$ cat src/rtl/riio_gpi_filter_bank_pkg.sv
// Shared types and defaults for the GPI input conditioning bank.
// Latency: n/a (types, constants and one combinational helper).
// Backpressure: n/a.
package riio_gpi_pkg;

  typedef enum logic [1:0] {
    EDGE_NONE = 2'b00,
    EDGE_RISE = 2'b01,
    EDGE_FALL = 2'b10,
    EDGE_BOTH = 2'b11
  } edge_sel_e;

  localparam int NUM_CH_DEF      = 8;
  localparam int SYNC_STAGES_DEF = 2;
  localparam int CNT_W_DEF       = 8;

  // True when a level update in the given direction is one the channel wants to log.
  function automatic logic edge_hit(edge_sel_e sel, logic rise, logic fall);
    return (rise && (sel == EDGE_RISE || sel == EDGE_BOTH)) ||
           (fall && (sel == EDGE_FALL || sel == EDGE_BOTH));
  endfunction

endpackage

$ cat src/rtl/riio_gpi_filter_bank_if.sv
// Control/status bundle between core logic and the GPI filter bank.
// Latency: n/a (wires only).
// Backpressure: none; level and pulse signals, no handshake.
interface riio_gpi_filter_bank_if
  import riio_gpi_pkg::*;
#(
  parameter int NUM_CH = NUM_CH_DEF,
  parameter int CNT_W  = CNT_W_DEF
);
  logic [NUM_CH-1:0]   pad_di;
  logic [NUM_CH-1:0]   ie;
  logic [CNT_W-1:0]    filt_len;
  logic [2*NUM_CH-1:0] edge_sel;
  logic [NUM_CH-1:0]   evt_clr;
  logic [NUM_CH-1:0]   irq_en;
  logic [NUM_CH-1:0]   di;
  logic [NUM_CH-1:0]   evt;
  logic                irq;

  modport master (
    output pad_di, ie, filt_len, edge_sel, evt_clr, irq_en,
    input  di, evt, irq
  );

  modport slave (
    input  pad_di, ie, filt_len, edge_sel, evt_clr, irq_en,
    output di, evt, irq
  );
endinterface

$ cat src/rtl/riio_gpi_filter_ch.sv
// One GPI channel: synchroniser, glitch filter, level register, edge qualify, sticky flag.
// Latency: pad edge to di is SYNC_STAGES+filt_len+1 clocks; evt sets on the same edge as di.
// Backpressure: none; evt stays set until evt_clr, a coincident new edge wins over clear.
module riio_gpi_filter_ch
  import riio_gpi_pkg::*;
#(
  parameter int   SYNC_STAGES = SYNC_STAGES_DEF,  // legal 2..4
  parameter int   CNT_W       = CNT_W_DEF,
  parameter logic IDLE_VAL    = 1'b1
) (
  input  logic             clk_i,
  input  logic             rstn_i,
  input  logic             pad_di,
  input  logic             ie,
  input  logic [CNT_W-1:0] filt_len,
  input  logic [1:0]       edge_sel,
  input  logic             evt_clr,
  output logic             di,
  output logic             evt
);
  localparam logic [CNT_W-1:0] CNT_ONE = CNT_W'(1);

  logic [SYNC_STAGES-1:0] sync_q;
  logic [CNT_W-1:0]       cnt_q;
  logic                   di_q;
  logic                   evt_q;
  logic                   sync;
  logic                   differ;
  logic                   update;
  logic                   evt_set;

  assign sync    = sync_q[SYNC_STAGES-1];
  assign differ  = ie && (sync != di_q);
  // >= rather than == so that shrinking filt_len below a running count fires at once.
  assign update  = differ && (cnt_q >= filt_len);
  assign evt_set = edge_hit(edge_sel_e'(edge_sel), update && sync, update && !sync);

  // Metastability chain; keeps running while disabled so re-enable sees the live pad level.
  always_ff @(posedge clk_i or negedge rstn_i) begin
    if (!rstn_i) sync_q <= {SYNC_STAGES{IDLE_VAL}};
    else         sync_q <= {sync_q[SYNC_STAGES-2:0], pad_di};
  end

  // Glitch filter: level follows sync only after filt_len+1 consecutive differing samples.
  always_ff @(posedge clk_i or negedge rstn_i) begin
    if (!rstn_i) begin
      cnt_q <= '0;
      di_q  <= IDLE_VAL;
    end else if (!ie) begin
      cnt_q <= '0;
      di_q  <= IDLE_VAL;
    end else if (!differ) begin
      cnt_q <= '0;
    end else if (update) begin
      cnt_q <= '0;
      di_q  <= sync;
    end else begin
      cnt_q <= cnt_q + CNT_ONE;
    end
  end

  // Sticky event flag; set has priority over write-1-to-clear.
  always_ff @(posedge clk_i or negedge rstn_i) begin
    if (!rstn_i) evt_q <= 1'b0;
    else         evt_q <= evt_set | (evt_q & ~evt_clr);
  end

  assign di  = di_q;
  assign evt = evt_q;

endmodule

$ cat src/rtl/riio_gpi_filter_bank.sv
// Bank of NUM_CH pull-up GPI conditioning channels with one aggregated interrupt.
// Latency: per channel SYNC_STAGES+filt_len+1 clocks pad to di; irq is combinational from flops.
// Backpressure: none; events are held in sticky flags until software clears them.
module riio_gpi_filter_bank
  import riio_gpi_pkg::*;
#(
  parameter int   NUM_CH      = NUM_CH_DEF,
  parameter int   SYNC_STAGES = SYNC_STAGES_DEF,
  parameter int   CNT_W       = CNT_W_DEF,
  parameter logic IDLE_VAL    = 1'b1
) (
  input logic                    clk_i,
  input logic                    rstn_i,
  riio_gpi_filter_bank_if.slave  bus
);
  logic [NUM_CH-1:0] di_w;
  logic [NUM_CH-1:0] evt_w;

  for (genvar g = 0; g < NUM_CH; g++) begin : g_ch
    riio_gpi_filter_ch #(
      .SYNC_STAGES (SYNC_STAGES),
      .CNT_W       (CNT_W),
      .IDLE_VAL    (IDLE_VAL)
    ) u_ch (
      .clk_i    (clk_i),
      .rstn_i   (rstn_i),
      .pad_di   (bus.pad_di[g]),
      .ie       (bus.ie[g]),
      .filt_len (bus.filt_len),
      .edge_sel (bus.edge_sel[2*g+1:2*g]),
      .evt_clr  (bus.evt_clr[g]),
      .di       (di_w[g]),
      .evt      (evt_w[g])
    );
  end

  assign bus.di  = di_w;
  assign bus.evt = evt_w;
  // Only registered flags feed the OR, so the line cannot glitch on pad activity.
  assign bus.irq = |(evt_w & bus.irq_en);

endmodule
$ cat src/flat_wrapper.sv
// flat-port wrapper written by rule: the top's interface ports become plain ports
module riio_gpi_filter_bank_flat import riio_gpi_pkg::*;
#(
  parameter int   NUM_CH      = NUM_CH_DEF,
  parameter int   SYNC_STAGES = SYNC_STAGES_DEF,
  parameter int   CNT_W       = CNT_W_DEF,
  parameter logic IDLE_VAL    = 1'b1
)
  (clk_i, rstn_i, bus_pad_di, bus_ie, bus_filt_len, bus_edge_sel, bus_evt_clr, bus_irq_en, bus_di, bus_evt, bus_irq);
  riio_gpi_filter_bank_if #(.NUM_CH(NUM_CH), .CNT_W(CNT_W)) bus_i ();
  input logic clk_i;
  input logic rstn_i;
  input wire logic [$bits(bus_i.pad_di)-1:0] bus_pad_di;
  input wire logic [$bits(bus_i.ie)-1:0] bus_ie;
  input wire logic [$bits(bus_i.filt_len)-1:0] bus_filt_len;
  input wire logic [$bits(bus_i.edge_sel)-1:0] bus_edge_sel;
  input wire logic [$bits(bus_i.evt_clr)-1:0] bus_evt_clr;
  input wire logic [$bits(bus_i.irq_en)-1:0] bus_irq_en;
  output wire logic [$bits(bus_i.di)-1:0] bus_di;
  output wire logic [$bits(bus_i.evt)-1:0] bus_evt;
  output wire logic [$bits(bus_i.irq)-1:0] bus_irq;
  assign bus_i.pad_di = bus_pad_di;
  assign bus_i.ie = bus_ie;
  assign bus_i.filt_len = bus_filt_len;
  assign bus_i.edge_sel = bus_edge_sel;
  assign bus_i.evt_clr = bus_evt_clr;
  assign bus_i.irq_en = bus_irq_en;
  assign bus_di = bus_i.di;
  assign bus_evt = bus_i.evt;
  assign bus_irq = bus_i.irq;
  riio_gpi_filter_bank #(.NUM_CH(NUM_CH), .SYNC_STAGES(SYNC_STAGES), .CNT_W(CNT_W), .IDLE_VAL(IDLE_VAL)) u_core (.clk_i(clk_i), .rstn_i(rstn_i), .bus(bus_i));
endmodule
$ cat config.mk
export PLATFORM = sky130hd
export DESIGN_NAME = riio_gpi_filter_bank_flat
export DESIGN_NICKNAME = d
export VERILOG_FILES = /design/src/rtl/riio_gpi_filter_bank_pkg.sv /design/src/rtl/riio_gpi_filter_bank_if.sv /design/src/rtl/riio_gpi_filter_ch.sv /design/src/rtl/riio_gpi_filter_bank.sv /design/src/flat_wrapper.sv
export SDC_FILE = /design/constraint.sdc
export NUM_CORES = 1
export LEC_CHECK = 0
export ABC_CLOCK_PERIOD_IN_PS = 5100
export CORE_MARGIN = 1.5
export CORE_UTILIZATION = 45
export CTS_BUF_LIST = sky130_fd_sc_hd__clkbuf_8
export DETAILED_ROUTE_END_ITERATION = 6
export PLACE_DENSITY = 0.64
export SYNTH_ARGS = -nofsm -noshare
export SYNTH_HDL_FRONTEND = slang
export SYNTH_SLANG_ARGS = --single-unit
$ cat constraint.sdc
create_clock -name clk_i -period 5.1 [get_ports clk_i]
set_input_delay 1.02 -clock clk_i [delete_from_list [all_inputs] [get_ports clk_i]]
set_output_delay 1.02 -clock clk_i [all_outputs]
set_load 0.03 [all_outputs]
## Yosys cells after proc, flatten, opt, wreduce, memory -nomap -nowiden

Index checks and enable logic that the tools add are counted.
Widths: inputs -> output; s select.

| word-level totals | value |
|---|---|
| register bits | 96 |
| word-level logic and storage cells | 258 |
| output and inout port bits | 17 |

| operators by class | value |
|---|---|
| eq/ne operators | 48 |
| bitwise operators | 25 |
| muxes and demuxes | 48 |
| order comparisons | 8 |
| $add $sub $neg | 8 |
| reduce and logical (&&, ||, !) cells | 89 |

Operators by type and width:

| operator | count |
|---|---|
| $mux 8 | 24 |
| $add 8x1->8 const B | 8 |
| $ge 8x8->1 | 8 |
| $logic_and 1x1->1 | 48 |
| $eq 2x2->1 const B | 16 |
| $ne 2x1->1 const B | 16 |
| $logic_or 1x1->1 | 24 |
| $mux 1 | 24 |
| $eq 2x1->1 const B | 8 |
| $reduce_and 2->1 | 8 |
| $and 1x1->1 | 8 |
| $and 8x8->8 | 1 |
| $logic_not 1->1 | 8 |
| $ne 1x1->1 | 8 |
| $not 1->1 | 8 |
| $or 1x1->1 | 8 |
| $reduce_or 8->1 | 1 |

## Depth between registers and ports, before layout

Gate-level depths: netlist of run 1.

| depth | value |
|---|---|
| depth after elaboration | 7 |
| gate-level depth with buffers | 6 |
| gate-level depth less buffers | 6 |

## Modules after synthesis

Synthesis of run 1 repeated with hierarchy kept, for this count alone.

| second synthesis, totals | value |
|---|---|
| cell total of the unflattened synthesis | 565 |
| area, all modules | 5931.9 µm² |

By module, submodules not included:

| module | area an instance (µm²) | instances | seq. area each (µm²) | cells an instance |
|---|---|---|---|---|
| riio_gpi_filter_ch | 737.0 | 8 | 304.0 | 70 |
| riio_gpi_filter_bank | 36.3 | 1 | 0.0 | 5 |

## Least setup slack after synthesis of run 1

No wires, ideal clock.

| timing path | value |
|---|---|
| path kind | input to output |
| from | input port bus_irq_en[3] |
| to | output port bus_irq |
| data required time | 4080 ps |
| stages | 2 |
| arrival time | 1500 ps |
| path buffers | 0 |
| path slack | 2580 ps |
| cell sequence | a22oi_1 > nand4_1 |

| on the way | value |
|---|---|
| word-level cells in the longest chain between the ends | 2 |

RTL lines:

| element | line | source |
|---|---|---|
| start: declaration | flat_wrapper.sv:18 | `input wire logic [$bits(bus_i.irq_en)-1:0] bus_irq_en;` |
| $and 8x8->8 | riio_gpi_filter_bank.sv:40 | `assign bus.irq = \|(evt_w & bus.irq_en);` |
| $reduce_or 8->1 | riio_gpi_filter_bank.sv:40 |  |
| end: declaration | flat_wrapper.sv:21 | `output wire logic [$bits(bus_i.irq)-1:0] bus_irq;` |

Every way passes these cells.

## Worst setup path in the final report of run 1

Ends and elaborated chain as after synthesis.

==> reports/results.ini, run 1 <==
[outcome]
status = finished, final reports clean

[placed_design]
io_buffers = 74
gp_congestion = 0.8247
dp_slack_ns = 1.515
post-dp-hpwl_um = 9008
place_area_um2 = 6724
dp.cells = 763

[finish]
utilization_pct = 54.80
stdcell_area_um2 = 6944
final_nets = 732
layout_common_cells = clkdlybuf4s50_1, ha_1, dfrtp_1, nor2_1, xor2_1
final_common_cell = clkdlybuf4s50_1
drive_above_1_share_pct = 12.19
area_delta_synth_final_pct = 18.03
num_antenna_cells = 0
stdcell_count = 779

[critical_path]
cpLargestDelayFamily = buffers and inverters
critical_path_class = input port to output port
rr_worst_depth = 6
cpMaxStageDelayCell = clkdlybuf4s50_1
end_kind = output port
crit_path_frequent_cell = clkdlybuf4s50_1
worst-path-buf-inv = 2
worstPathMaxFanout = 1
crit_chain = clkdlybuf4s50_1, a22oi_1, nand4_1, clkdlybuf4s50_1
critical_path_depth = 4
required_ns = 4.08
cp-start-kind = input port
slowest_delay_ns = 0.65
crit_arrival_ns = 2.58

[routing]
wl_um = 12310
viasPerCell = 5.320
drt_iter0_drc = 191
drtPass1Iterations = 4
ant_nets = 0
vias = 4144
wl_per_cell_um = 15.81
drc = 0

[floorplan]
die-width_um = 117.3
die_h_um = 117.3
dieArea_um2 = 13770
rows = 41
io_pins = 75
coreArea_um2 = 12670
initial_core_util_pct = 46.43

[clock_network]
clk_latency_ns = 0.38
post_cts_resized = 0
cts.sinks = 96
cts_tree = done
post_cts_buffers = 0
h-tree-depth = 3
cts_buffers = 9
cts.root.buffer_cell = clkbuf_8
cts_max_path_buffers = 2
path_clk_slew_ns = 0.09
cts_hold_buf = 0

[grt]
grt_max_degree = 70
grt.total_usage_pct = 18.92
grt_pass1_vias = 4298
grt_overflow = 0
antenna_found_initial = 0
grt_pass1_wl_um = 20750

[hold_path]
min_path_cells = 0
hp-class = flip-flop to flip-flop

[timing]
slew_headroom_pct = 39.85
skew_ns = 0.005943
final_hold_viol_count = 0
rsz0062_at_grt = no
fin_ws_ns = 1.502
finalSetupViolCount = 0
worst_slew_pin_slew_ns = 0.9023
max_freq_ghz = 0.2779
fin_crit_ns = 3.598
slew_viol_final = 0
fin_crit_sh_pct = 70.55
whs_ns = 0.3593
fin_tns_setup_ns = 0

[power]
p_clk_share_pct = 36.0
p_comb_share_pct = 12.9
p_sw_uw = 386.3
power.share.switching_pct = 24.81
power.density_nw_per_um2 = 224.2
p_seq_share_pct = 51.1
p_total_mw = 1.557
p_leak_nw = 3.288
ir_worst_vdd_mv = 0.1322
p_int_mw = 1.171

[synth]
synth_seq_cells = 96
yosys_warnings = 0
syn_avg_cell_area_um2 = 11.06
syn_area_um2 = 5883
syn-num-nets = 662
ys_seq_area_share_pct = 41.34
ys_types = 29
syn_inst = 532

[run]
drv_cap = 0

==> cells in the mapped netlist, drive strengths merged <==
| cell | instances | area share [%] |
|---|---|---|
| a2111oi | 8 | 3.7 |
| xor2 | 48 | 7.1 |
| nand3 | 42 | 3.6 |
| nor3 | 6 | 0.51 |
| dfstp | 24 | 11 |
| nand2b | 8 | 1.9 |
| o22ai | 8 | 0.85 |
| dfrtp | 72 | 31 |
| a21o | 8 | 1.0 |
| inv | 33 | 2.1 |
| o311ai | 6 | 1.7 |
| a21oi | 8 | 0.68 |
| nand4 | 7 | 0.74 |
| a22oi | 4 | 0.51 |
| ha | 72 | 15 |
| o2111ai | 2 | 0.89 |
| and2 | 6 | 0.64 |
| buf | 16 | 2.0 |
| o221ai | 8 | 1.2 |
| nand2 | 14 | 0.89 |
| mux2 | 8 | 1.5 |
| and3 | 22 | 2.3 |
| nor2 | 66 | 4.2 |
| xnor2 | 8 | 1.2 |
| and4 | 2 | 0.30 |
| a41o | 8 | 1.4 |
| o31a | 6 | 0.89 |
| o21a | 10 | 1.3 |
| o21ai | 2 | 0.17 |
==> state kept, by name, summed over array words and instances, names as in the netlist <==
name                     flops
u_core.g_ch.u_ch.cnt_q      64
u_core.g_ch.u_ch.sync_q     16
u_core.g_ch.u_ch.di          8
u_core.g_ch.u_ch.evt         8
==> cell families (layout without fill, tap and decap cells) <==
logic type               count (synthesis)  in the layout  share of synthesized area (%)
AO/OA/AOI/OAI                           78             78                          14.25
XOR/XNOR                                56             56                          8.337
adder cells (fa/ha/maj)                 72             72                          15.31
buffers and inverters                   49            124                          4.147
flip-flops                              96             96                          41.34
multiplexers                             8              8                          1.531
AND/OR/NAND/NOR                        173            173                          15.08
==> worst register-to-register path: stages, from the launching register on <==
cell and delay (ns):
dfrtp_1 0.47, inv_1 0.07, ha_1 0.27, nand2b_4 0.15
a2111oi_4 0.42, o311ai_2 0.23, nor2_1 0.18
==> area by class of cell <==
cell class | count | area (um^2)
fillers | 1146 | 5727
multi-input cells | 387 | 3207
flip-flops and latches | 96 | 2432
repair buffers | 75 | 745.7
well taps | 172 | 215.2
clock buffers | 10 | 137.6
inverters | 33 | 123.9
clock inverters | 6 | 82.58
==> final timing paths <==
path                                                    start                            end  slack (ns)
worst max-delay path                            bus_irq_en[3]                        bus_irq        1.50
worst min-delay path            u_core.g_ch[5].u_ch.sync_q[0]  u_core.g_ch[5].u_ch.sync_q[1]        0.36
worst max register to register   u_core.g_ch[2].u_ch.cnt_q[0]   u_core.g_ch[2].u_ch.cnt_q[0]        3.23
worst min register to register  u_core.g_ch[5].u_ch.sync_q[0]  u_core.g_ch[5].u_ch.sync_q[1]        0.36
max in group asynchronous                              rstn_i         u_core.g_ch[7].u_ch.di        3.42
min in group asynchronous                              rstn_i   u_core.g_ch[0].u_ch.cnt_q[0]        0.75
==> power by group through the flow <==
stage               logic [mW]  clock network [mW]  registers (mW)
floorplan                0.115                   0           0.805
global placement         0.196                   0           0.810
detailed placement       0.203                   0           0.810
CTS                      0.205               0.578           0.796
global route             0.222               0.605           0.799
finish                   0.201               0.560           0.796
==> per-layer routing <==
metal,share of wire (%),track usage (%),up-vias
li1,-,-,2038
met5,0,0,-
met2,47,31.29,63
met3,2.7,3.113,16
met1,48,24.66,2027
met4,2.0,7.793,0
No activity file was read; power rests on OpenSTA's default activity.
==> run 2: changes to the inputs <==
--- a/config.mk
+++ b/config.mk
@@ -5,12 +5,12 @@
 export SDC_FILE = /design/constraint.sdc
 export NUM_CORES = 1
 export LEC_CHECK = 0
-export ABC_CLOCK_PERIOD_IN_PS = 5100
+export ABC_CLOCK_PERIOD_IN_PS = 3000
 export CORE_MARGIN = 1.5
 export CORE_UTILIZATION = 45
 export CTS_BUF_LIST = sky130_fd_sc_hd__clkbuf_8
 export DETAILED_ROUTE_END_ITERATION = 6
-export PLACE_DENSITY = 0.64
+export PLACE_DENSITY = 0.67
 export SYNTH_ARGS = -nofsm -noshare
 export SYNTH_HDL_FRONTEND = slang
 export SYNTH_SLANG_ARGS = --single-unit
==> constraint.sdc (replaced) <==
create_clock -name clk_i -period 3 [get_ports clk_i]
set_input_delay 0.6 -clock clk_i [delete_from_list [all_inputs] [get_ports clk_i]]
set_output_delay 0.6 -clock clk_i [all_outputs]
set_load 0.03 [all_outputs]
==> run 2 against run 1 <==
Against the previous run:
- die area is the same
- register-to-register slack lost 2.1 ns
- via count grew 0.92%
- critical endpoint unchanged
- worst setup slack lost 1.2 ns
- largest power group unchanged
- sequential power grew 70%
- critical path depth is the same
==> reports/results.ini, run 2 (synthesis results as in run 1) <==
[critical_path]
worst-path-buf-inv = 2  ; unchanged
cpLargestDelayFamily = buffers and inverters  ; unchanged
end_kind = output port  ; unchanged
crit_chain = clkdlybuf4s50_1, a22oi_1, nand4_1, clkdlybuf4s50_1  ; unchanged
cpMaxStageDelayCell = clkdlybuf4s50_1  ; unchanged
crit_path_frequent_cell = clkdlybuf4s50_1  ; unchanged
crit_arrival_ns = 2.11  ; was 2.58 ns
critical_path_class = input port to output port  ; unchanged
slowest_delay_ns = 0.66  ; was 0.65 ns
required_ns = 2.40  ; was 4.08 ns
cp-start-kind = input port  ; unchanged
worstPathMaxFanout = 1  ; unchanged

[power]
power.density_nw_per_um2 = 365.1  ; was 224.2 nW/um^2
p_leak_nw = 3.308  ; was 3.288 nW
ir_worst_vdd_mv = 0.2338  ; was 0.1322 mV
p_total_mw = 2.540  ; was 1.557 mW

[placed_design]
place_area_um2 = 6766  ; was 6724 um^2
post-dp-hpwl_um = 9146  ; was 9008 um
gp_congestion = 0.8272  ; was 0.8247
io_buffers = 74  ; unchanged

[floorplan]
rows = 41  ; unchanged
initial_core_util_pct = 46.43  ; unchanged
die-width_um = 117.3  ; unchanged
coreArea_um2 = 12670  ; unchanged
die_h_um = 117.3  ; unchanged
dieArea_um2 = 13770  ; unchanged
io_pins = 75  ; unchanged

[run]
drv_cap = 0  ; unchanged

[finish]
final_nets = 736  ; was 732
drive_above_1_share_pct = 12.44  ; was 12.19%
seq_area_um2 = 2432  ; unchanged
fillers = 1132  ; was 1146
multi_input_area_um2 = 3207  ; unchanged
stdcell_area_um2 = 6957  ; was 6944 um^2
layout_common_cells = clkdlybuf4s50_1, ha_1, dfrtp_1, nor2_1, xor2_1  ; unchanged
final_common_cell = clkdlybuf4s50_1  ; unchanged
num_antenna_cells = 0  ; unchanged
biggestRegsByFlops = u_core.g_ch.u_ch.cnt_q (64), u_core.g_ch.u_ch.sync_q (16)  ; unchanged
largest_register_ffs = 64  ; unchanged
top_register = u_core.g_ch.u_ch.cnt_q  ; unchanged
area_delta_synth_final_pct = 18.25  ; was 18.03%

[clock_network]
cts.sinks = 96  ; unchanged
cts.root.buffer_cell = clkbuf_8  ; unchanged
path_clk_slew_ns = 0.09  ; about the same
clk_latency_ns = 0.38  ; about the same
cts_buffers = 9  ; unchanged
cts_max_path_buffers = 2  ; unchanged
cts_tree = done  ; unchanged
cts_hold_buf = 0  ; unchanged
h-tree-depth = 3  ; unchanged
post_cts_buffers = 0  ; unchanged
post_cts_resized = 0  ; unchanged

[grt]
grt.total_usage_pct = 18.94  ; was 18.92%
grt_pass1_vias = 4383  ; was 4298
grt_max_degree = 51  ; was 70
grt_pass1_wl_um = 20900  ; was 20750 um
grt_overflow = 0  ; unchanged
antenna_found_initial = 0  ; unchanged

[timing]
slew_viol_final = 0  ; unchanged
max_freq_ghz = 0.3693
skew_ns = 0.01002  ; was 0.005943 ns
fin_crit_ns = 2.708
slew_headroom_pct = 56.89  ; was 39.85%
rsz0062_at_grt = no  ; unchanged
fin_tns_setup_ns = 0  ; unchanged
fin_crit_sh_pct = 90.27
final_hold_viol_count = 0  ; unchanged
finalSetupViolCount = 0  ; unchanged
whs_ns = 0.2392  ; was 0.3593 ns
worst_slew_pin_slew_ns = 0.6467  ; was 0.9023 ns

[routing]
vias = 4182  ; was 4144
wl_per_cell_um = 15.55  ; was 15.81 um
viasPerCell = 5.341  ; was 5.320
wl_um = 12170  ; was 12310 um
drt_iter0_drc = 117  ; was 191
ant_nets = 0  ; unchanged
drtPass1Iterations = 4  ; unchanged
drc = 0  ; unchanged

[outcome]
status = finished, final reports clean  ; unchanged

[hold_path]
hp-class = input port to asynchronous set/reset pin  ; was flip-flop to flip-flop

==> run 2: cell count changes in the layout (fill, tap and decap cells not counted), sizes merged <==
cell / previous run / this run
bufinv: 2 / 1
buf: 2 / 6
clkinvlp: 1 / 0
inv: 33 / 35
==> run 2: metrics by stage <==
| stage | instances | worst slack, ns | utilization [%] |
|---|---|---|---|
| floorplan | 532 | 1.077 | - |
| global placement | 767 | 0.2950 | 53.40 |
| detailed placement | 767 | 0.1914 | 53.40 |
| CTS | 783 | 0.2764 | 54.90 |
| global route | 783 | 0.2270 | 54.90 |
| finish | 783 | 0.2919 | 54.90 |
==> run 2: worst reg2reg max path: cells and delay by family, from the launching register on <==
kind / cells / cell delay (ns)
AO/OA/AOI/OAI: 2 / 0.70
flip-flops: 1 / 0.45
AND/OR/NAND/NOR: 2 / 0.33
buffers and inverters: 1 / 0.07
adder cells (fa/ha/maj): 1 / 0.27
==> run 2: area by class of cell <==
class | count | area share (%)
Timing Repair Buffer | 79 | 11.33
Tap cell | 172 | 3.094
Multi-Input combinational cell | 387 | 46.10
Sequential cell | 96 | 34.96
Clock inverter | 6 | 0.7554
Clock buffer | 10 | 1.978
Inverter | 33 | 1.781
==> run 2: worst paths after layout <==
path	from	to	slack, ns	depth (start not counted)
max	bus_irq_en[2]	bus_irq	0.29	4
min	rstn_i	u_core.g_ch[1].u_ch.cnt_q[5]	0.24	1
max reg2reg	u_core.g_ch[1].u_ch.cnt_q[0]	u_core.g_ch[1].u_ch.cnt_q[3]	1.11	6
min reg2reg	u_core.g_ch[4].u_ch.sync_q[0]	u_core.g_ch[4].u_ch.sync_q[1]	0.35	0
max in group asynchronous	rstn_i	u_core.g_ch[2].u_ch.sync_q[0]	2.03	2
min in group clk_i	u_core.g_ch[4].u_ch.sync_q[0]	u_core.g_ch[4].u_ch.sync_q[1]	0.35	0
==> run 2: per-layer routing <==
metal	global-route usage, %	vias to the layer above	wire length (um)
met2	33.20	67	6025
met5	0	-	0
li1	-	2049	-
met4	8.642	0	330
met3	2.870	20	272
met1	22.91	2046	5543
==> run 2: power breakdown <==
part / internal, mW / switching [mW]
Sequential: 1.33 / 0.0267
Combinational: 0.182 / 0.165
Clock: 0.398 / 0.441
==> run 3: changes to the inputs <==
--- a/config.mk
+++ b/config.mk
@@ -11,6 +11,8 @@
 export CTS_BUF_LIST = sky130_fd_sc_hd__clkbuf_8
 export DETAILED_ROUTE_END_ITERATION = 6
 export PLACE_DENSITY = 0.67
+export REMOVE_ABC_BUFFERS = 1
 export SYNTH_ARGS = -nofsm -noshare
 export SYNTH_HDL_FRONTEND = slang
 export SYNTH_SLANG_ARGS = --single-unit
+export TNS_END_PERCENT = 5
==> run 3 against run 2 <==
Against the previous run:
- clock skew grew 0.0018 ns
- final area grew 0.43%
- count of clock-buffer cells in the layout grew 2
- critical path type unchanged
- critical endpoint unchanged
- largest cell class unchanged
- highest routed layer unchanged
==> reports/results.ini, run 3 (synthesis results as in run 1) <==
[critical_path]
worst-path-buf-inv = 2  ; unchanged
slowest_delay_ns = 0.64  ; was 0.66 ns
rr_worst_depth = 6  ; unchanged
cpLargestDelayFamily = buffers and inverters  ; unchanged
crit_start = bus_irq_en[2]  ; unchanged
crit_arrival_ns = 2.11  ; about the same
timing.rr.start = u_core.g_ch[1].u_ch.cnt_q[0]  ; unchanged
end_kind = output port  ; unchanged
crit_chain = clkdlybuf4s50_1, a22oi_1, nand4_1, clkdlybuf4s50_1  ; unchanged
critical_path_class = input port to output port  ; unchanged
critical_path_depth = 4  ; unchanged
worstPathMaxFanout = 1  ; unchanged
required_ns = 2.40  ; about the same
crit_path_frequent_cell = clkdlybuf4s50_1  ; unchanged
cpMaxStageDelayCell = clkdlybuf4s50_1  ; unchanged
cp-start-kind = input port  ; unchanged

[placed_design]
gp_congestion = 0.8235  ; was 0.8272
io_buffers = 74  ; unchanged
place_area_um2 = 6777  ; was 6766 um^2
post-dp-hpwl_um = 9313  ; was 9146 um

[timing]
worst_slew_pin_slew_ns = 0.5992  ; was 0.6467 ns
finalSetupViolCount = 0  ; unchanged
fin_crit_sh_pct = 90.41  ; was 90.27%
slew_headroom_pct = 60.05  ; was 56.89%
skew_ns = 0.01178  ; was 0.01002 ns
fin_crit_ns = 2.712  ; was 2.708 ns
final_hold_viol_count = 0  ; unchanged
slew_viol_final = 0  ; unchanged
max_freq_ghz = 0.3687  ; was 0.3693 GHz
fin_tns_setup_ns = 0  ; unchanged
rsz0062_at_grt = no  ; unchanged

[finish]
final_nets = 739  ; was 736
stdcell_area_um2 = 6987  ; was 6957 um^2
biggestRegsByFlops = u_core.g_ch.u_ch.cnt_q (64), u_core.g_ch.u_ch.sync_q (16)  ; unchanged
num_antenna_cells = 0  ; unchanged
drive_above_1_share_pct = 12.87  ; was 12.44%
area_delta_synth_final_pct = 18.76  ; was 18.25%
fillers = 1139  ; was 1132
top_register = u_core.g_ch.u_ch.cnt_q  ; unchanged
largest_register_ffs = 64  ; unchanged
final_common_cell = clkdlybuf4s50_1  ; unchanged
multi_input_area_um2 = 3207  ; unchanged
seq_area_um2 = 2432  ; unchanged
layout_common_cells = clkdlybuf4s50_1, ha_1, dfrtp_1, nor2_1, xor2_1  ; unchanged
utilization_pct = 55.14  ; was 54.90%

[clock_network]
cts_tree = done  ; unchanged
cts_hold_buf = 0  ; unchanged
h-tree-depth = 3  ; unchanged
cts.sinks = 96  ; unchanged
post_cts_buffers = 0  ; unchanged
post_cts_resized = 0  ; unchanged
path_clk_slew_ns = 0.10  ; was 0.09 ns
clk_latency_ns = 0.38  ; about the same
cts_max_path_buffers = 2  ; unchanged
cts.root.buffer_cell = clkbuf_8  ; unchanged
cts_buffers = 9  ; unchanged

[routing]
ant_nets = 0  ; unchanged
drt_iter0_drc = 206  ; was 117
vias = 4145  ; was 4182
wl_um = 12280  ; was 12170 um
drc = 0  ; unchanged
wl_per_cell_um = 15.63  ; was 15.55 um
drtPass1Iterations = 4  ; unchanged
viasPerCell = 5.274  ; was 5.341

[power]
ir_worst_vdd_mv = 0.1995  ; was 0.2338 mV
p_leak_nw = 3.321  ; was 3.308 nW
power.density_nw_per_um2 = 371.3  ; was 365.1 nW/um^2

[grt]
grt_overflow = 0  ; unchanged
grt.total_usage_pct = 19.29  ; was 18.94%
antenna_found_initial = 0  ; unchanged
grt_max_degree = 48  ; was 51
grt_pass1_wl_um = 21340  ; was 20900 um
grt_pass1_vias = 4388  ; was 4383

[floorplan]
die_h_um = 117.3  ; unchanged
rows = 41  ; unchanged
initial_core_util_pct = 46.43  ; unchanged
dieArea_um2 = 13770  ; unchanged
coreArea_um2 = 12670  ; unchanged
io_pins = 75  ; unchanged
die-width_um = 117.3  ; unchanged

[hold_path]
hp-class = input port to asynchronous set/reset pin  ; unchanged

[outcome]
status = finished, final reports clean  ; unchanged

[run]
drv_cap = 0  ; unchanged

-- run 3: cell count changes in the layout (fill, tap and decap cells not counted), sizes merged --
cell,delta
buf,+3
clkbuf,+2
clkinv,-3
clkinvlp,+1
-- run 3: path summary, 6_finish.rpt --
path / slack [ns] / endpoint
min in group clk_i: 0.35 / u_core.g_ch[4].u_ch.sync_q[1]
setup / recovery: 0.29 / bus_irq
max in group asynchronous: 2.06 / u_core.g_ch[4].u_ch.sync_q[0]
setup reg to reg: 1.12 / u_core.g_ch[1].u_ch.cnt_q[2]
hold / removal: 0.23 / u_core.g_ch[3].u_ch.cnt_q[5]
hold reg to reg: 0.35 / u_core.g_ch[4].u_ch.sync_q[1]
-- run 3: per-layer routing --
layer / track usage (%) / vias to the layer above / share of wire [%]
met5: 0 / - / 0
met3: 3.016 / 16 / 3.5
met4: 7.022 / 0 / 1.6
li1: - / 2041 / -
met2: 32.39 / 61 / 48
met1: 25.23 / 2027 / 47
-- run 3: final cells by class --
type,instances,share of cell area (%)
multi-input combinational,387,45.90
clock inverter,4,0.6447
timing repair buffer,82,11.43
inverter,33,1.773
tap,172,3.080
sequential,96,34.81
clock buffer,12,2.364
-- run 3: metrics by stage --
stage / total power [mW] / cells / setup WS [ns] / hold WS [ns]
after floorplan: 1.563 / 516 / 1.077 / 0.3044
after global placement: 1.718 / 770 / 0.2723 / 0.3456
after detailed placement: 1.731 / 770 / 0.2518 / 0.3468
after CTS: 2.629 / 786 / 0.2755 / 0.2364
after global routing: 2.722 / 786 / 0.2320 / 0.2697
final: 2.594 / 786 / 0.2878 / 0.2289
-- run 3: power by group --
part           switching [mW]  total [mW]  internal, mW
Combinational           0.168       0.351         0.183
Sequential             0.0260        1.35          1.33
Clock                   0.443       0.891         0.448
Total                   0.637        2.59          1.96
